===== config.mk =====
export PLATFORM = sky130hd
export DESIGN_NAME = junction_controller_flat
export DESIGN_NICKNAME = d
export VERILOG_FILES = /design/src/rtl/junction_controller_if.sv /design/src/rtl/junction_controller.sv /design/src/flat_wrapper.sv
export SDC_FILE = /design/constraint.sdc
export NUM_CORES = 1
export LEC_CHECK = 0
export CAP_MARGIN = 20
export CORE_AREA = 2 2 39 41
export DETAILED_ROUTE_END_ITERATION = 8
export DIE_AREA = 0 0 41 43
export PLACE_DENSITY = 0.77
export SYNTH_ARGS = -nofsm -noshare
export SYNTH_HDL_FRONTEND = slang
export SYNTH_SLANG_ARGS = --single-unit

===== constraint.sdc =====
create_clock -name clk -period 1.8 [get_ports clk]
set_input_delay 0.27 -clock clk [delete_from_list [all_inputs] [get_ports clk]]
set_output_delay 0.27 -clock clk [all_outputs]
set_load 0.01 [all_outputs]

===== src/rtl/junction_controller_if.sv =====
// junction_controller_if: pedestrian request in, lamp drives and status out
interface junction_controller_if;
  logic ped_req;
  logic ns_red, ns_amber, ns_green;
  logic ew_red, ew_amber, ew_green;
  logic walk, ped_wait;
  modport master (
    input  ped_req,
    output ns_red, ns_amber, ns_green, ew_red, ew_amber, ew_green, walk, ped_wait
  );
  modport slave (
    output ped_req,
    input  ns_red, ns_amber, ns_green, ew_red, ew_amber, ew_green, walk, ped_wait
  );
endinterface


===== src/rtl/junction_controller.sv =====
// junction_controller: two-road traffic light sequencer with a pedestrian walk phase
// served from the all-red clearance.
module junction_controller #(
  parameter int GREEN_CYC  = 8,
  parameter int AMBER_CYC  = 3,
  parameter int RA_CYC     = 2,
  parameter int ALLRED_CYC = 2,
  parameter int WALK_CYC   = 5
) (
  input  logic                    clk,
  input  logic                    rst_n,
  junction_controller_if.master   bus
);
  localparam int M1 = GREEN_CYC > AMBER_CYC ? GREEN_CYC : AMBER_CYC;
  localparam int M2 = RA_CYC > ALLRED_CYC ? RA_CYC : ALLRED_CYC;
  localparam int M3 = M1 > M2 ? M1 : M2;
  localparam int MAXP = M3 > WALK_CYC ? M3 : WALK_CYC;
  localparam int CW = MAXP > 1 ? $clog2(MAXP) : 1;
  typedef enum logic [2:0] {ALL_RED, NS_RA, NS_G, NS_A, EW_RA, EW_G, EW_A, WALK} state_t;
  state_t state, state_nx;
  logic road, road_nx;
  logic [CW-1:0] cnt, cnt_nx;
  logic ped_wait, ped_nx;
  function automatic logic [CW-1:0] dwell(state_t s);
    return s inside {NS_G, EW_G}   ? CW'(GREEN_CYC - 1) :
           s inside {NS_A, EW_A}   ? CW'(AMBER_CYC - 1) :
           s inside {NS_RA, EW_RA} ? CW'(RA_CYC - 1) :
           s == WALK               ? CW'(WALK_CYC - 1) : CW'(ALLRED_CYC - 1);
  endfunction
  // road: 0 selects north-south next, 1 east-west
  always_comb begin
    state_nx = state;
    road_nx  = road;
    if (cnt == '0)
      case (state)
        ALL_RED: state_nx = ped_wait ? WALK : road ? EW_RA : NS_RA;
        WALK:    state_nx = road ? EW_RA : NS_RA;
        NS_RA:   state_nx = NS_G;
        NS_G:    state_nx = NS_A;
        NS_A:    state_nx = ALL_RED;
        EW_RA:   state_nx = EW_G;
        EW_G:    state_nx = EW_A;
        EW_A:    state_nx = ALL_RED;
      endcase
    if (state_nx == ALL_RED && state != ALL_RED) road_nx = !road;
    cnt_nx = state_nx != state ? dwell(state_nx) : cnt - 1'b1;
    ped_nx = (state_nx == WALK && state != WALK) ? 1'b0 :
             (state != WALK && bus.ped_req) ? 1'b1 : ped_wait;
  end
  always_ff @(posedge clk or negedge rst_n)
    if (!rst_n) begin
      state    <= ALL_RED;
      road     <= 1'b0;
      cnt      <= CW'(ALLRED_CYC - 1);
      ped_wait <= 1'b0;
    end else begin
      state    <= state_nx;
      road     <= road_nx;
      cnt      <= cnt_nx;
      ped_wait <= ped_nx;
    end
  assign bus.ns_red   = !(state inside {NS_G, NS_A});
  assign bus.ns_amber = state inside {NS_RA, NS_A};
  assign bus.ns_green = state == NS_G;
  assign bus.ew_red   = !(state inside {EW_G, EW_A});
  assign bus.ew_amber = state inside {EW_RA, EW_A};
  assign bus.ew_green = state == EW_G;
  assign bus.walk     = state == WALK;
  assign bus.ped_wait = ped_wait;
endmodule


===== src/flat_wrapper.sv =====
// flat-port wrapper written by rule: the top's interface ports become plain ports
module junction_controller_flat 
#(
  parameter int GREEN_CYC  = 8,
  parameter int AMBER_CYC  = 3,
  parameter int RA_CYC     = 2,
  parameter int ALLRED_CYC = 2,
  parameter int WALK_CYC   = 5
)
  (clk, rst_n, bus_ped_req, bus_ns_red, bus_ns_amber, bus_ns_green, bus_ew_red, bus_ew_amber, bus_ew_green, bus_walk, bus_ped_wait);
  junction_controller_if bus_i ();
  input  logic clk;
  input  logic rst_n;
  input wire logic [$bits(bus_i.ped_req)-1:0] bus_ped_req;
  output wire logic [$bits(bus_i.ns_red)-1:0] bus_ns_red;
  output wire logic [$bits(bus_i.ns_amber)-1:0] bus_ns_amber;
  output wire logic [$bits(bus_i.ns_green)-1:0] bus_ns_green;
  output wire logic [$bits(bus_i.ew_red)-1:0] bus_ew_red;
  output wire logic [$bits(bus_i.ew_amber)-1:0] bus_ew_amber;
  output wire logic [$bits(bus_i.ew_green)-1:0] bus_ew_green;
  output wire logic [$bits(bus_i.walk)-1:0] bus_walk;
  output wire logic [$bits(bus_i.ped_wait)-1:0] bus_ped_wait;
  assign bus_i.ped_req = bus_ped_req;
  assign bus_ns_red = bus_i.ns_red;
  assign bus_ns_amber = bus_i.ns_amber;
  assign bus_ns_green = bus_i.ns_green;
  assign bus_ew_red = bus_i.ew_red;
  assign bus_ew_amber = bus_i.ew_amber;
  assign bus_ew_green = bus_i.ew_green;
  assign bus_walk = bus_i.walk;
  assign bus_ped_wait = bus_i.ped_wait;
  junction_controller #(.GREEN_CYC(GREEN_CYC), .AMBER_CYC(AMBER_CYC), .RA_CYC(RA_CYC), .ALLRED_CYC(ALLRED_CYC), .WALK_CYC(WALK_CYC)) u_core (.clk(clk), .rst_n(rst_n), .bus(bus_i));
endmodule

### Word-level counts from Yosys, hierarchy flattened

Cells that the tools add are included.

| storage, ports and cells | value |
|---|---|
| flip-flop bits (word level) | 8 |
| bits in latches | 0 |
| bits in writable memories | 0 |
| memory bits (read-only) | 0 |
| input bits | 3 |
| output and inout port bits | 8 |
| logic and storage cells | 51 |
| memories | 0 |

| cells by class | value |
|---|---|
| $add $sub $neg | 1 |
| multipliers | 0 |
| divide/modulo/power cells | 0 |
| magnitude comparators | 0 |
| equal/unequal tests | 16 |
| shifts and indexed selects | 0 |
| multiplexer cells | 11 |
| bitwise logic cells | 0 |
| reduce and logical (&&, ||, !) cells | 19 |

Operators by type and width:

| cell | number |
|---|---|
| $eq 3x3->1 const B | 8 |
| $mux 3 | 8 |
| $pmux 3 s7 | 1 |
| $reduce_bool 2->1 | 8 |
| $eq 3x2->1 const B | 4 |
| $logic_not 3->1 | 3 |
| $eq 3x1->1 const B | 2 |
| $logic_and 1x1->1 | 3 |
| $logic_not 1->1 | 3 |
| $ne 3x3->1 | 1 |
| $ne 3x3->1 const B | 1 |
| $reduce_bool 3->1 | 1 |
| $sub 3x1->3 const B | 1 |
| $mux 1 | 2 |
| $reduce_or 2->1 | 1 |

### Logic depth before layout (Yosys ltp)

| depth | value |
|---|---|
| depth after elaboration | 10 |
| gate-level depth with buffers | 6 |
| mapped depth without buffers | 5 |

### Least setup slack after synthesis

No wires, ideal clock.

| timing path | value |
|---|---|
| kind | register to register |
| start | register u_core.cnt[0] |
| end | register u_core.state[0] |
| library setup time | 0.087 ns |
| data arrival time | 1.301 ns |
| data required time | 1.713 ns |
| slack | 0.412 ns |
| stages on the path, launching flop included | 6 |
| buffers on the path | 0 |
| period minus slack after synthesis | 1.388 ns |
| cell sequence | dfstp_2 -> inv_1 -> ha_1 -> nor2b_4 -> a22o_1 -> a211oi_2 |

| between the ends | value |
|---|---|
| word-level cells in the longest chain between the ends | 2 |

RTL lines:

| item | line | RTL |
|---|---|---|
| start: declaration | junction_controller.sv:22 | `logic [CW-1:0] cnt, cnt_nx;` |
| start signal: assignment | junction_controller.sv:54 | `cnt <= CW'(ALLRED_CYC - 1);` |
| start signal: assignment | junction_controller.sv:59 | `cnt <= cnt_nx;` |
| $logic_not 3->1 | junction_controller.sv:34 | `if (cnt == '0)` |
| $mux 3 | junction_controller.sv:34 |  |
| via u_core.state_nx[0] | junction_controller.sv:20 | `state_t state, state_nx;` |
| end signal: assignment | junction_controller.sv:57 | `state <= state_nx;` |
| end: declaration | junction_controller.sv:20 |  |

The timed path passes the listed nets, and every way through them passes these cells.
A chain may end at the register's enable or synchronous reset.

### Worst setup path in the final report

| timing path | value |
|---|---|
| start | register u_core.state[0] |
| end | output bus_ew_amber |

| between the ends | value |
|---|---|
| word-level cells in the longest chain between the ends | 2 |
| elaborated cells between the ends (all ways) | 3 |
| classes of those cells | 2 x eq/ne; 1 x reduce/logical |

RTL lines:

| item | line | RTL |
|---|---|---|
| $eq 3x3->1 | junction_controller.sv:66 | `assign bus.ew_amber = state inside {EW_RA, EW_A};` |
| $reduce_bool 2->1 (*) | junction_controller.sv:66 |  |
| end: declaration | flat_wrapper.sv:19 | `output wire logic [$bits(bus_i.ew_amber)-1:0] bus_ew_amber;` |

Mark *: on every way between the ends. The rest lies on a longest branch, timed or not.

==> summary.txt <==
STA
  – Final Cycle Share: about 97%
  – Actual slew at the worst max-slew pin: ~0.38 ns
  – RSZ-0062 raised after global routing: false
  – Hold slack: 0.287 ns
  – Hold Violations, Final: 0
  – Fmax: between 500 and 600 MHz
  – Crit path time final: 1.74 ns
  – Slew headroom: between 70 and 80%
  – Layout Skew: between 0.008 and 0.009 ns
  – Setup ws final: between 0.05 and 0.06 ns
  – Setup TNS Final: 0 ns
  – Count of pins over their slew limit: 0
  – Final-report setup violation count: 0

Yosys
  – Most frequent cell after synthesis: dfrtp_1
  – Cell taking the most area after synthesis: dfrtp_1
  – Mapped Area: about 550 sq um
  – Post-synthesis sequential area ratio: 36.6%
  – Ys flop type: dfrtp_1
  – Top-area cell type share of the netlist area: between 30% and 40%
  – Synth cell count leaders: dfrtp_1, a21oi_1, inv_1, nand2_1, nor2_1
  – Mapped Nets: 63
  – Flops & latches, synth: 8
  – Post-synth EDFFs: 0
  – Post-synth ARST share: 100%
  – Synth area leaders: dfrtp_1, dfstp_2, xnor2_1, ha_1, buf_6
  – Post-synthesis cell type count: 33
  – Post-synthesis cell count: 58
  – Mapped Avg Cell Area: around 9.5 sq um
  – Yosys warnings: 0

Detailed routing
  – Via/cell ratio: 5.17
  – Wirelength per Cell: 11.4 um
  – Pre-antenna DRT Iters: 4
  – Detailed-route via count: between 400 and 500
  – Final Routed Wirelength: about 1000 um
  – ANT nets after route: 0
  – Drt first-iter violations: 8
  – Remaining DRCs: 0

CTS
  – Clock Tree Root: clkbuf_4
  – CTS tree: done
  – Insertion delay to the later sink of the worst-skew pair: 0.26 ns
  – Worst-case clock buffer depth: 2
  – Clk pin slew, worst setup/hold paths: around 0.06 ns
  – CTS Buf Count: 3
  – Clock Sinks: 8
  – CTS Hold Bufs: 0
  – H-tree Lvls: 1

Global routing
  – Largest net degree at the start of global routing: 16
  – Vias in the first global route: approximately 370
  – GR Overflow Total: 0
  – First-pass GRT wire length: 1560 um
  – Total Routing Usage GR: 14.0%
  – Initial antenna violation count: 0

Die
  – Starting Density: 39.8%
  – Die ar.: between 1500 and 2000 sq um
  – Num rows: 14
  – Die X: between 40 and 50 um
  – Die height: between 40 and 50 um
  – I/O pins: 11
  – Core Area: 1380 sq um

Pwr
  – Tot Pwr: around 1.4 mW
  – Leakage Power: around 0.33 nW
  – Power Density: around 2000 nW/um^2
  – Max VDD drop: 0.932 mV

Job
  – Max_cap viols: 0

Worst setup path
  – Critical Path Start: u_core.state[0]
  – Worst reg2reg setup slack: between 0.2 and 0.3 ns
  – Crit start category: flip-flop
  – Worst reg2reg startpoint: u_core.cnt[0]
  – Data required, critical path: approximately 1.5 ns
  – CP Class: reg2out
  – Worst Setup End Kind: output port
  – Critical Path End: bus_ew_amber
  – Worst r2r dst: u_core.state[0]
  – Reg2Reg Depth: 5
  – CP Max Fanout: 6
  – Critical Path AT: around 1.5 ns

Place
  – Post-place setup slack: 0.178 ns
  – Number of port buffers: 10
  – DP Wirelength: just under 700 um
  – Final Wtd Congestion: between 0.7 and 0.8

Cells and area
  – Fillers: roughly 130
  – Ant. Diodes: 0
  – Area delta synth->final: 29.3%
  – NumNets Final: 80
  – Final Core Density: approximately half
  – Layout cell share with drive strength beyond 1: between 20% and 30%

Hold path
  – Worst hold-check path type: in2async

Outcome
  – Status: completed
through the flow:
step | area [sq um] | instances
detailed placement | 643 | 81
global placement | 643 | 81
finish | 712 | 90
global route | 712 | 90
CTS | 679 | 86
floorplan | 551 | 58
cell type report:
class                      count  area [sq um]  share of cell area (%)
timing repair buffer          17           154                    21.6
tap                           16          20.0                    2.81
clock buffer                   4          26.3                    3.69
multi-input combinational     41           292                    40.9
inverter                       4          15.0                    2.11
sequential                     8           205                    28.8
report_power, final:
group | internal [mW] | leakage (nW) | total, mW | switching, mW
registers | 0.287 | 0.0861 | 0.398 | 0.111
logic | 0.478 | 0.231 | 0.865 | 0.387
clock network | 0.0853 | 0.0150 | 0.154 | 0.0687
total | 0.850 | 0.332 | 1.42 | 0.567
critical path: stages (launching register included):
cell and delay [ns]:
dfrtp_2 0.44, and2b_1 0.23, clkdlybuf4s50_1 0.54
kinds of logic (layout without fill, tap and decap cells):
| group | after synthesis | count (layout) | synth area share, % |
|---|---|---|---|
| and+or+nand+nor | 18 | 18 | 18.6 |
| AOI/OAI and AO/OA | 16 | 16 | 21.6 |
| buffers and inverters | 9 | 25 | 10.5 |
| DFF | 8 | 8 | 36.6 |
| xor gates and xnor gates | 4 | 4 | 6.36 |
| adders and majority gates | 2 | 2 | 4.54 |
| muxes | 1 | 1 | 1.82 |
flip-flops by register name (all words and copies together), names as in the netlist:
signal / count
u_core.bus.ped_wait: 1
u_core.cnt: 3
u_core.road: 1
u_core.state: 3
routing by layer:
metal  share of wire, %  track usage, %
met5                  0               0
met4                3.3            12.0
met3                5.2            6.28
met2                 47            16.6
met1                 45            18.2
repair_timing:
action | 4_1_cts | 5_1_grt
buffers inserted | 1 | 4
setup endpoints to repair | 6 | 4
gates resized for setup | 4 | 1
worst min-delay path by stage:
stage / depth (start not counted) / slack (ns) / to / startpoint
5_1_grt: 1 / 0.31 / u_core.bus.ped_wait / rst_n
6_report: 1 / 0.29 / u_core.bus.ped_wait / rst_n
4_1_cts: 1 / 0.29 / u_core.bus.ped_wait / rst_n
3_5_place_dp: 1 / 0.51 / u_core.state[0] / u_core.road
2_1_floorplan: 0 / -0.03 / u_core.bus.ped_wait / rst_n
3_3_place_gp: 1 / 0.51 / u_core.road / u_core.road
cell usage in the layout (no fill, tap or decap), types with 2 or more instances in the layout:
cell             Yosys  final
clkdlybuf4s50_1      0      8
buf_4                2      7
nand2_1              4      4
nor2_1               4      4
inv_1                4      4
a21oi_1              4      4
dfrtp_1              7      4
xnor2_1              3      3
clkbuf_4             0      3
dfrtp_2              0      3
a21o_1               2      2
o21ai_0              2      2
ha_1                 2      2
No activity file was read; power rests on OpenSTA's default activity.
